`config.mk`:
```
export PLATFORM = sky130hd
export DESIGN_NAME = mem_access_ctrl_flat
export DESIGN_NICKNAME = d
export VERILOG_FILES = /design/src/rtl/pipeline_pkg.sv /design/src/rtl/mem_access_ctrl_if.sv /design/src/rtl/mem_req_timer.sv /design/src/rtl/mem_access_ctrl.sv /design/src/flat_wrapper.sv
export SDC_FILE = /design/constraint.sdc
export NUM_CORES = 1
export LEC_CHECK = 0
export CAP_MARGIN = 25
export CORE_AREA = 3 3 204 206
export CTS_BUF_LIST = sky130_fd_sc_hd__clkbuf_8 sky130_fd_sc_hd__clkbuf_16
export CTS_CLUSTER_SIZE = 25
export DETAILED_ROUTE_END_ITERATION = 7
export DIE_AREA = 0 0 207 209
export GPL_ROUTABILITY_DRIVEN = 1
export GPL_TIMING_DRIVEN = 1
export HOLD_SLACK_MARGIN = 0.05
export SYNTH_ARGS = -nofsm -noshare
export SYNTH_HDL_FRONTEND = slang
export SYNTH_SLANG_ARGS = --single-unit
```
`constraint.sdc`:
```
create_clock -name clk -period 1.65 [get_ports clk]
set_clock_uncertainty 0.15 [all_clocks]
set_input_delay 0.2475 -clock clk [delete_from_list [all_inputs] [get_ports clk]]
set_output_delay 0.2475 -clock clk [all_outputs]
set_load 0.01 [all_outputs]
```
`src/rtl/pipeline_pkg.sv`:
```
// pipeline_pkg: shared types for the MEM-stage access controller.
// Holds the controller state enum and memory-op bit positions.
package pipeline_pkg;

  typedef enum logic [1:0] {
    ST_IDLE = 2'd0,
    ST_REQ  = 2'd1,
    ST_WAIT = 2'd2,
    ST_DONE = 2'd3
  } mem_ctrl_state_t;

  localparam int MEM_OP_READ  = 1;
  localparam int MEM_OP_WRITE = 0;

endpackage

```
`src/rtl/mem_access_ctrl_if.sv`:
```
// mem_access_ctrl_if: data-cache request/response channel.
// master = pipeline controller, slave = data cache.
interface mem_access_ctrl_if #(
  parameter int DATA_WIDTH = 64
);

  logic                  req_valid;
  logic                  req_ready;
  logic                  req_we;
  logic [DATA_WIDTH-1:0] req_addr;
  logic [DATA_WIDTH-1:0] req_wdata;
  logic                  resp_valid;
  logic [DATA_WIDTH-1:0] resp_rdata;

  modport master (
    output req_valid,
    output req_we,
    output req_addr,
    output req_wdata,
    input  req_ready,
    input  resp_valid,
    input  resp_rdata
  );

  modport slave (
    input  req_valid,
    input  req_we,
    input  req_addr,
    input  req_wdata,
    output req_ready,
    output resp_valid,
    output resp_rdata
  );

endinterface

```
`src/rtl/mem_req_timer.sv`:
```
// mem_req_timer: counts cycles spent waiting for a cache response.
// o_expire fires on the LIMIT-th enabled cycle since the last clear.
module mem_req_timer #(
  parameter int LIMIT = 256
) (
  input  logic clk,
  input  logic reset,
  input  logic i_clear,
  input  logic i_en,
  output logic o_expire
);

  localparam int CW = $clog2(LIMIT + 1);
  localparam logic [CW-1:0] LAST = CW'(LIMIT - 1);

  logic [CW-1:0] r_cnt;

  // wait-cycle counter, cleared whenever the FSM leaves WAIT
  always_ff @(posedge clk) begin
    if (reset || i_clear) begin
      r_cnt <= '0;
    end else if (i_en) begin
      r_cnt <= r_cnt + 1'b1;
    end
  end

  assign o_expire = i_en && (r_cnt == LAST);

endmodule

```
`src/rtl/mem_access_ctrl.sv`:
```
// mem_access_ctrl: MEM-stage data-cache sequencer with stall/flush.
// Optional MEM_ACCESS_TIMEOUT_EN bounds WAIT with a sticky error.
module mem_access_ctrl
  import pipeline_pkg::*;
#(
  parameter int DATA_WIDTH     = 64,
  parameter int TIMEOUT_CYCLES = 256
) (
  input  logic                  clk,
  input  logic                  reset,
  input  logic                  mem_read_in,
  input  logic                  mem_write_in,
  input  logic [DATA_WIDTH-1:0] addr_in,
  input  logic [DATA_WIDTH-1:0] wdata_in,
  input  logic                  branch_decision_in,
  input  logic [DATA_WIDTH-1:0] target_in,
  mem_access_ctrl_if.master     dc,
  output logic                  stall_out,
  output logic                  flush_out,
  output logic [DATA_WIDTH-1:0] redirect_pc,
  output logic                  load_valid_out,
  output logic [DATA_WIDTH-1:0] load_data_out,
  output logic                  err_out
);

  if (TIMEOUT_CYCLES < 1) begin : g_bad_timeout
    $error("TIMEOUT_CYCLES must be at least 1");
  end

  mem_ctrl_state_t       r_state;
  mem_ctrl_state_t       w_next;
  logic [1:0]            w_op;
  logic                  w_op_present;
  logic                  w_op_we;
  logic                  w_timeout;
  logic                  r_we;
  logic [DATA_WIDTH-1:0] r_addr;
  logic [DATA_WIDTH-1:0] r_wdata;
  logic [DATA_WIDTH-1:0] r_load_data;

  assign w_op         = {mem_read_in, mem_write_in};
  assign w_op_present = |w_op;
  assign w_op_we      = w_op[MEM_OP_WRITE];

`ifdef MEM_ACCESS_TIMEOUT_EN
  logic w_expire;
  logic r_err;

  mem_req_timer #(
    .LIMIT (TIMEOUT_CYCLES)
  ) u_timer (
    .clk      (clk),
    .reset    (reset),
    .i_clear  (r_state != ST_WAIT),
    .i_en     (r_state == ST_WAIT),
    .o_expire (w_expire)
  );

  // a response in the final cycle still wins over the timeout
  assign w_timeout = w_expire && !dc.resp_valid;

  // sticky error flag, only reset clears it
  always_ff @(posedge clk) begin
    if (reset) begin
      r_err <= 1'b0;
    end else if (w_timeout) begin
      r_err <= 1'b1;
    end
  end

  assign err_out = r_err;
`else
  assign w_timeout = 1'b0;
  assign err_out   = 1'b0;
`endif

  // state register
  always_ff @(posedge clk) begin
    if (reset) begin
      r_state <= ST_IDLE;
    end else begin
      r_state <= w_next;
    end
  end

  // next-state logic
  always_comb begin
    w_next = r_state;
    unique case (r_state)
      ST_IDLE: if (w_op_present) w_next = ST_REQ;
      ST_REQ:  if (dc.req_ready) w_next = ST_WAIT;
      ST_WAIT: begin
        if (dc.resp_valid || w_timeout) w_next = ST_DONE;
      end
      ST_DONE: w_next = ST_IDLE;
      default: w_next = ST_IDLE;
    endcase
  end

  // capture the op on issue and the read data on response
  always_ff @(posedge clk) begin
    if (reset) begin
      r_we        <= 1'b0;
      r_addr      <= '0;
      r_wdata     <= '0;
      r_load_data <= '0;
    end else begin
      if (r_state == ST_IDLE && w_op_present) begin
        r_we    <= w_op_we;
        r_addr  <= addr_in;
        r_wdata <= wdata_in;
      end
      if (r_state == ST_WAIT) begin
        if (dc.resp_valid) begin
          if (!r_we) r_load_data <= dc.resp_rdata;
        end else if (w_timeout) begin
          r_load_data <= '0;
        end
      end
    end
  end

  // outputs decoded from state, captured regs and EX/MEM inputs
  always_comb begin
    dc.req_valid   = (r_state == ST_REQ);
    dc.req_we      = r_we;
    dc.req_addr    = r_addr;
    dc.req_wdata   = r_wdata;
    stall_out      = (r_state == ST_IDLE && w_op_present)
                   || (r_state == ST_REQ)
                   || (r_state == ST_WAIT);
    flush_out      = branch_decision_in && !stall_out;
    redirect_pc    = flush_out ? target_in : '0;
    load_valid_out = (r_state == ST_DONE) && !r_we;
    load_data_out  = r_load_data;
  end

endmodule

```
`src/flat_wrapper.sv`:
```
// flat-port wrapper written by rule: the top's interface ports become plain ports
module mem_access_ctrl_flat import pipeline_pkg::*;
#(
  parameter int DATA_WIDTH     = 64,
  parameter int TIMEOUT_CYCLES = 256
)
  (clk, reset, mem_read_in, mem_write_in, addr_in, wdata_in, branch_decision_in, target_in, stall_out, flush_out, redirect_pc, load_valid_out, load_data_out, err_out, dc_req_valid, dc_req_we, dc_req_addr, dc_req_wdata, dc_req_ready, dc_resp_valid, dc_resp_rdata);
  mem_access_ctrl_if #(.DATA_WIDTH(DATA_WIDTH)) dc_i ();
  input  logic clk;
  input  logic reset;
  input  logic mem_read_in;
  input  logic mem_write_in;
  input  logic [DATA_WIDTH-1:0] addr_in;
  input  logic [DATA_WIDTH-1:0] wdata_in;
  input  logic branch_decision_in;
  input  logic [DATA_WIDTH-1:0] target_in;
  output logic stall_out;
  output logic flush_out;
  output logic [DATA_WIDTH-1:0] redirect_pc;
  output logic load_valid_out;
  output logic [DATA_WIDTH-1:0] load_data_out;
  output logic err_out;
  output wire logic [$bits(dc_i.req_valid)-1:0] dc_req_valid;
  output wire logic [$bits(dc_i.req_we)-1:0] dc_req_we;
  output wire logic [$bits(dc_i.req_addr)-1:0] dc_req_addr;
  output wire logic [$bits(dc_i.req_wdata)-1:0] dc_req_wdata;
  input wire logic [$bits(dc_i.req_ready)-1:0] dc_req_ready;
  input wire logic [$bits(dc_i.resp_valid)-1:0] dc_resp_valid;
  input wire logic [$bits(dc_i.resp_rdata)-1:0] dc_resp_rdata;
  assign dc_req_valid = dc_i.req_valid;
  assign dc_req_we = dc_i.req_we;
  assign dc_req_addr = dc_i.req_addr;
  assign dc_req_wdata = dc_i.req_wdata;
  assign dc_i.req_ready = dc_req_ready;
  assign dc_i.resp_valid = dc_resp_valid;
  assign dc_i.resp_rdata = dc_resp_rdata;
  mem_access_ctrl #(.DATA_WIDTH(DATA_WIDTH), .TIMEOUT_CYCLES(TIMEOUT_CYCLES)) u_core (.clk(clk), .reset(reset), .mem_read_in(mem_read_in), .mem_write_in(mem_write_in), .addr_in(addr_in), .wdata_in(wdata_in), .branch_decision_in(branch_decision_in), .target_in(target_in), .dc(dc_i), .stall_out(stall_out), .flush_out(flush_out), .redirect_pc(redirect_pc), .load_valid_out(load_valid_out), .load_data_out(load_data_out), .err_out(err_out));
endmodule
```
==> flow_summary.json, run 1 <==
{
  "grt_pass1_vias": 8577,
  "hpwl_um": 24100,
  "via_per_inst": 4.22,
  "first_pass_iters": 4,
  "p_leak_nw": 6.95,
  "finalCriticalPeriod_ns": 2.58,
  "synth.area.top_cells": "dfxtp_1 54%, nand2_1 20%, a21oi_1 13%, and2_1 5.5%, buf_2 2.4%",
  "die_area_um2": 43300,
  "fin_util": 0.393,
  "synth.distinct_cells": 25,
  "wire_per_inst_um": 19.0,
  "slew_viol_final": 0,
  "violations": "setup timing",
  "setup_violations": 240,
  "drc": 0,
  "rr_startpoint": "u_core.r_state[1]",
  "grt_util_all_layers": 0.161,
  "cts_tree": "built",
  "synth_cells": 936,
  "ys_dominant_reg_cell": "dfxtp_1",
  "min_to": "u_core.dc.req_addr[53]",
  "synth_seq_cells": 195,
  "die_w_um": 207,
  "place_area_um2": 13500,
  "syn_to_final_growth_pct": 115,
  "p_int_mw": 13.0,
  "yosysTopAreaCellShare": 0.536,
  "ir_worst_vdd_uv": 895,
  "power.switching_mw": 7.56,
  "overflow": 0,
  "port-buffer-count": 523,
  "fmax_mhz": 388,
  "netlist_top_cells_count": "387 x nand2_1, 195 x dfxtp_1, 193 x a21oi_1, 64 x and2_1, 35 x buf_2",
  "grt_pass1_wl_um": 53600,
  "crit_path_end_kind": "output pin",
  "switching_share": 0.368,
  "hp-start": "addr_in[53]",
  "final.setup.tns_ns": -71.40,
  "synth_nets": 1204,
  "nets": 1767,
  "antenna_found_initial": 3,
  "required_ns": 1.25,
  "dp_slack_ns": -1.03,
  "final-hold-violation-count": 0,
  "combPwrFrac": 0.509,
  "yosysTopAreaCell": "dfxtp_1",
  "rsz0062_at_grt": "yes",
  "clkTransAtPathRegs_ns": 0.08,
  "async_reset_ff_frac": 0,
  "syn-mean-instance-area_um2": 7.78,
  "grt_start_max_net_pins": 52,
  "nFillCells": 4032,
  "drv_cap": 0,
  "reg2reg_depth": 10,
  "cts_root_buf": "clkbuf_16",
  "critPathKind": "flip-flop to output pin",
  "synth-edff-count": 0,
  "setup_slack_ns": -0.927,
  "timing.final.crit_share": 1.56,
  "p_seq_frac": 0.291,
  "io_pins": 525,
  "syn_area_um2": 7280,
  "drive_gt1_frac": 0.271,
  "cts_max_level": 4,
  "cts_buffers": 17,
  "r2r-end": "u_core.load_data_out[53]",
  "place_congestion": 0.822,
  "first_iter_violations": 372,
  "seq_area_frac_synth": 0.536,
  "crit_path_max_fanout": 5,
  "reg2reg_slack_ns": -0.26,
  "clock_sinks": 195,
  "yosysWarnings": 0,
  "ctsLongestPathBuffers": 2,
  "crit_path_start_kind": "flip-flop",
  "hold_path_depth": 3,
  "die_h_um": 209,
  "final_area_um2": 15700,
  "coreArea_um2": 39800,
  "pwr_density_cell_nw_per_um2": 1310,
  "antenna_left": 0,
  "clkPwrFrac": 0.200,
  "vias": 8599,
  "arrival_ns": 2.18,
  "hold_path_class": "input port to flip-flop",
  "outcome": "finished with violations",
  "synth.most_common_cell": "nand2_1",
  "worst_hold_slack_ns": 0.190,
  "wirelength_um": 38700,
  "rows": 73,
  "clk_latency_ns": 0.45,
  "start_util": 0.183
}
==> critical path: stages (launching register included) <==
cell and delay [ns]:
dfxtp_4 0.37, buf_6 0.12, ha_4 0.17, nor4b_4 0.35
buf_4 0.21, buf_12 0.12, buf_6 0.10, buf_6 0.08
and2_4 0.13, buf_6 0.09
==> sequential cells by signal, summed over array words and instances, names as in the netlist <==
register / flops
u_core.dc.req_wdata: 64
u_core.r_state: 2
u_core.dc.req_addr: 64
u_core.load_data_out: 64
u_core.dc.req_we: 1
==> final cells by class <==
class                      count  area [um2]  area share
clock inverter                15         133     0.00847
multi-input combinational    666        3970       0.253
tap                          525         657      0.0419
sequential                   195        3910       0.250
clock buffer                  17         425      0.0272
inverter                       3        13.8    0.000879
timing repair buffer         616        6550       0.418
antenna                        2        5.00    0.000320
==> routing by layer <==
metal / routed length, um / global-route usage / vias to the layer above
li1: - / - / 4113
met1: 15300 / 0.187 / 4079
met2: 19200 / 0.275 / 351
met3: 3120 / 0.0611 / 54
met4: 1020 / 0.0499 / 2
met5: 19 / 0 / -
==> metrics by stage <==
step / instances / total power, mW
final: 2039 / 20.5
after global routing: 2039 / 21.7
after CTS: 2027 / 20.0
after detailed placement: 1953 / 14.2
after global placement: 1953 / 14.1
after floorplan: 936 / 9.72
==> power by group through the flow <==
stage	clock, mW	combinational (mW)	sequential [mW]
3_5_place_dp	0	8.12	6.08
3_3_place_gp	0	8.05	6.04
2_1_floorplan	0	3.32	6.40
5_1_grt	4.43	11.1	6.08
4_1_cts	4.26	9.81	5.95
6_report	4.10	10.4	5.98
==> cells by family after synthesis <==
kind of cell,after synthesis,synth area share
other,1,0.000515
AND/OR/NAND/NOR,461,0.265
adder cells (fa/ha/maj),5,0.00859
AO/OA/AOI/OAI,199,0.139
buffers and inverters,75,0.0509
flip-flops,195,0.536
==> cell usage in the layout (no fill, tap or decap), drive strengths merged, types with 2 or more instances in the layout <==
cell type and instances:
dfxtp 195, nand2 387, inv 9, dlygate4sd2 192, diode 2, clkinvlp 4
buf 155, ha 5, clkdlybuf4s50 261, clkinv 4, a21oi 193, o21a 2
and2 64, clkbuf 22, nor2b 3
==> worst max-delay path by stage <==
stage / startpoint / end / slack [ns] / cells past startpoint
floorplan: u_core.r_state[0] / redirect_pc[0] / -0.16 / 7
global placement: mem_write_in / redirect_pc[39] / -0.95 / 6
detailed placement: mem_write_in / redirect_pc[39] / -1.03 / 6
CTS: u_core.r_state[1] / redirect_pc[61] / -0.99 / 11
global route: u_core.r_state[1] / redirect_pc[46] / -1.01 / 10
finish: u_core.r_state[1] / redirect_pc[46] / -0.93 / 9
==> what timing repair did <==
item | CTS | global route
hold endpoints to repair | 23 | 0
pin swaps | 16 | 43
hold buffers | 1 | 0
setup buffers | 25 | 14
cloned | 17 | 7
resized for setup | 615 | 220
setup endpoints to repair | 455 | 262
(Power assumes the default switching activity.)
==> run 2, diff against run 1 <==
- SYNTH_HIERARCHICAL: default -> 1
==> run 2 against run 1 <==
The flow still finishes with violations (setup timing). Core utilization increased by 4.7 points. Register-to-register slack got worse by 0.12 ns. Setup slack gained 0.049 ns. Worst hold slack better by 0.0039 ns. Via count up 4.3%. Synthesized area unchanged. Critical path type unchanged. Highest routed layer unchanged.
==> flow_summary.json, run 2 <==
{
  "rr_startpoint": "u_core/r_state[0]",
  "hold_path_class": "input port to flip-flop",
  "setup_slack_ns": -0.877,
  "fin_util": 0.440,
  "cpPeakStageDelay_ns": 0.37,
  "outcome": "finished with violations",
  "yosysWarnings": 6,
  "p_int_mw": 15.0,
  "hpwl_um": 23900,
  "power.total_mw": 24.0,
  "rows": 73,
  "crit_path_start_kind": "flip-flop",
  "synth.distinct_cells": 25,
  "pwr_density_cell_nw_per_um2": 1370,
  "finalCriticalPeriod_ns": 2.53,
  "crit_path_start": "u_core/r_state[0]",
  "clkPwrFrac": 0.178,
  "synth.area.top_cells": "dfxtp_1 54%, nand2_1 20%, a21oi_1 13%, and2_1 5.5%, buf_2 2.4%",
  "antenna_found_initial": 1,
  "p_leak_nw": 9.64,
  "drive_gt1_frac": 0.405,
  "antenna_left": 0,
  "synth-edff-count": 0,
  "clock_sinks": 195,
  "cts_tree": "built",
  "yosysTopAreaCellShare": 0.536,
  "ctsLongestPathBuffers": 2,
  "n_antenna_cell": 0,
  "setup_violations": 262,
  "wire_per_inst_um": 20.7,
  "cts_max_level": 4,
  "r2r-end": "u_core/load_data_out[55]",
  "p_seq_frac": 0.250,
  "syn_to_final_growth_pct": 141,
  "slew_viol_final": 0,
  "violations": "setup timing",
  "cts_buffers": 17,
  "place_congestion": 0.849,
  "nets": 1799,
  "critPathKind": "flip-flop to output pin",
  "port-buffer-count": 523,
  "syn-mean-instance-area_um2": 7.78,
  "die_h_um": 209,
  "grt_pass1_wl_um": 52600,
  "io_pins": 525,
  "timing.final.crit_share": 1.53,
  "crit_path_end_kind": "output pin",
  "ys_dominant_reg_cell": "dfxtp_1",
  "syn_area_um2": 7280,
  "mostFrequentLayoutCells": "261 x clkdlybuf4s50_1, 192 x dfxtp_1, 176 x nand2_1",
  "hp-start": "wdata_in[10]",
  "die_area_um2": 43300,
  "first_iter_violations": 496,
  "fmax_mhz": 396,
  "final_common_cell": "clkdlybuf4s50_1",
  "worst_hold_slack_ns": 0.194,
  "synth.most_common_cell": "nand2_1",
  "netlist_top_cells_count": "387 x nand2_1, 195 x dfxtp_1, 193 x a21oi_1, 64 x and2_1, 35 x buf_2",
  "start_util": 0.183,
  "cts_root_buf": "clkbuf_16",
  "ir_worst_vdd_uv": 1050,
  "min_to": "u_core/dc.req_wdata[10]",
  "crit_path_max_fanout": 8,
  "wirelength_um": 42800,
  "grt_pass1_vias": 8417,
  "switching_share": 0.376,
  "rsz0062_at_grt": "yes",
  "nFillCells": 3688,
  "clk_latency_ns": 0.45,
  "synth_nets": 1204,
  "overflow": 0,
  "cp_slowest_cell": "dfxtp_4",
  "final-hold-violation-count": 0,
  "combPwrFrac": 0.572,
  "synth_cells": 936,
  "first_pass_iters": 4,
  "die_w_um": 207,
  "grt_util_all_layers": 0.158,
  "cp_common_cell": "buf_6",
  "synth_seq_cells": 195,
  "reg2reg_slack_ns": -0.38,
  "crit_chain": "inv_4 > buf_6 > ha_4 > nor4b_4 > buf_6 > buf_8 > clkbuf_16 > and2_4 > buf_6",
  "drc": 0,
  "power.switching_mw": 9.00,
  "via_per_inst": 4.34,
  "hold_path_depth": 3,
  "arrival_ns": 2.13,
  "vias": 8973,
  "coreArea_um2": 39800,
  "reg2reg_depth": 12,
  "async_reset_ff_frac": 0,
  "clkTransAtPathRegs_ns": 0.08,
  "grt_start_max_net_pins": 68,
  "drv_cap": 0,
  "yosysTopAreaCell": "dfxtp_1",
  "seq_area_frac_synth": 0.536,
  "required_ns": 1.25
}
-- run 2: changes by cell type after synthesis, sizes merged --
cell / change
buf: +1
clkbuf: -1
-- run 2: worst max-delay path by stage --
stage	endpoint	cells after the start	slack (ns)
after floorplan	redirect_pc[10]	7	-0.16
after global placement	redirect_pc[50]	6	-1.03
after detailed placement	redirect_pc[55]	6	-1.10
after CTS	redirect_pc[10]	9	-0.95
after global routing	redirect_pc[53]	9	-0.97
final	redirect_pc[53]	9	-0.88
-- run 2: power by group through the flow --
stage / logic [mW] / registers [mW] / clock network, mW
floorplan: 3.32 / 6.40 / 0
global placement: 8.03 / 6.02 / 0
detailed placement: 8.10 / 6.07 / 0
CTS: 10.5 / 5.98 / 4.43
global route: 14.5 / 6.08 / 4.60
finish: 13.7 / 5.99 / 4.27
-- run 2: logic make-up after synthesis --
| kind of cell | after synthesis | synth area share |
|---|---|---|
| adder cells (fa/ha/maj) | 5 | 0.00859 |
| buffers and inverters | 75 | 0.0509 |
| flip-flops | 195 | 0.536 |
| AO/OA/AOI/OAI | 199 | 0.139 |
| AND/OR/NAND/NOR | 461 | 0.265 |
| other | 1 | 0.000515 |
-- run 2: per-layer routing --
metal / vias to the layer above / wire length, um / track usage
met5: - / 13 / 0
met4: 2 / 1070 / 0.0499
met3: 63 / 3450 / 0.0664
met2: 393 / 21400 / 0.267
met1: 4322 / 16900 / 0.182
li1: 4193 / - / -
-- run 2: final cells by class --
| cell class | instances | area (um2) | area share |
|---|---|---|---|
| Timing Repair Buffer | 648 | 7700 | 0.440 |
| Multi-Input combinational cell | 666 | 4650 | 0.265 |
| Sequential cell | 195 | 3910 | 0.223 |
| Tap cell | 525 | 657 | 0.0375 |
| Clock buffer | 20 | 467 | 0.0266 |
| Clock inverter | 12 | 123 | 0.00700 |
| Inverter | 3 | 13.8 | 0.000786 |
-- run 2: worst max-delay path: cells and delay by family (launching register included) --
kind                       cells  cell delay, ns
and+or+nand+nor                2            0.42
DFF                            1            0.37
adders and majority gates      1            0.16
buffers and inverters          6            0.70
-- run 2: what timing repair did --
| item | CTS | global route |
|---|---|---|
| pin swaps | 5 | 126 |
| endpoints found under the setup margin | 455 | 441 |
| gates resized for setup | 381 | 684 |
| cloned | 19 | 25 |
| endpoints found under the hold margin | 20 | 0 |
| hold buffers | 1 | 0 |
| buffers inserted | 14 | 33 |
-- run 2: per-stage QoR --
step / worst slack (ns) / cell area, um2 / TNS, ns / std cells
floorplan: -0.157 / 7420 / -8.90 / 936
global placement: -1.03 / 13500 / -126.32 / 1958
detailed placement: -1.10 / 13500 / -132.95 / 1958
CTS: -0.952 / 14800 / -117.18 / 2023
global route: -0.967 / 17500 / -105.06 / 2069
finish: -0.877 / 17500 / -88.03 / 2069
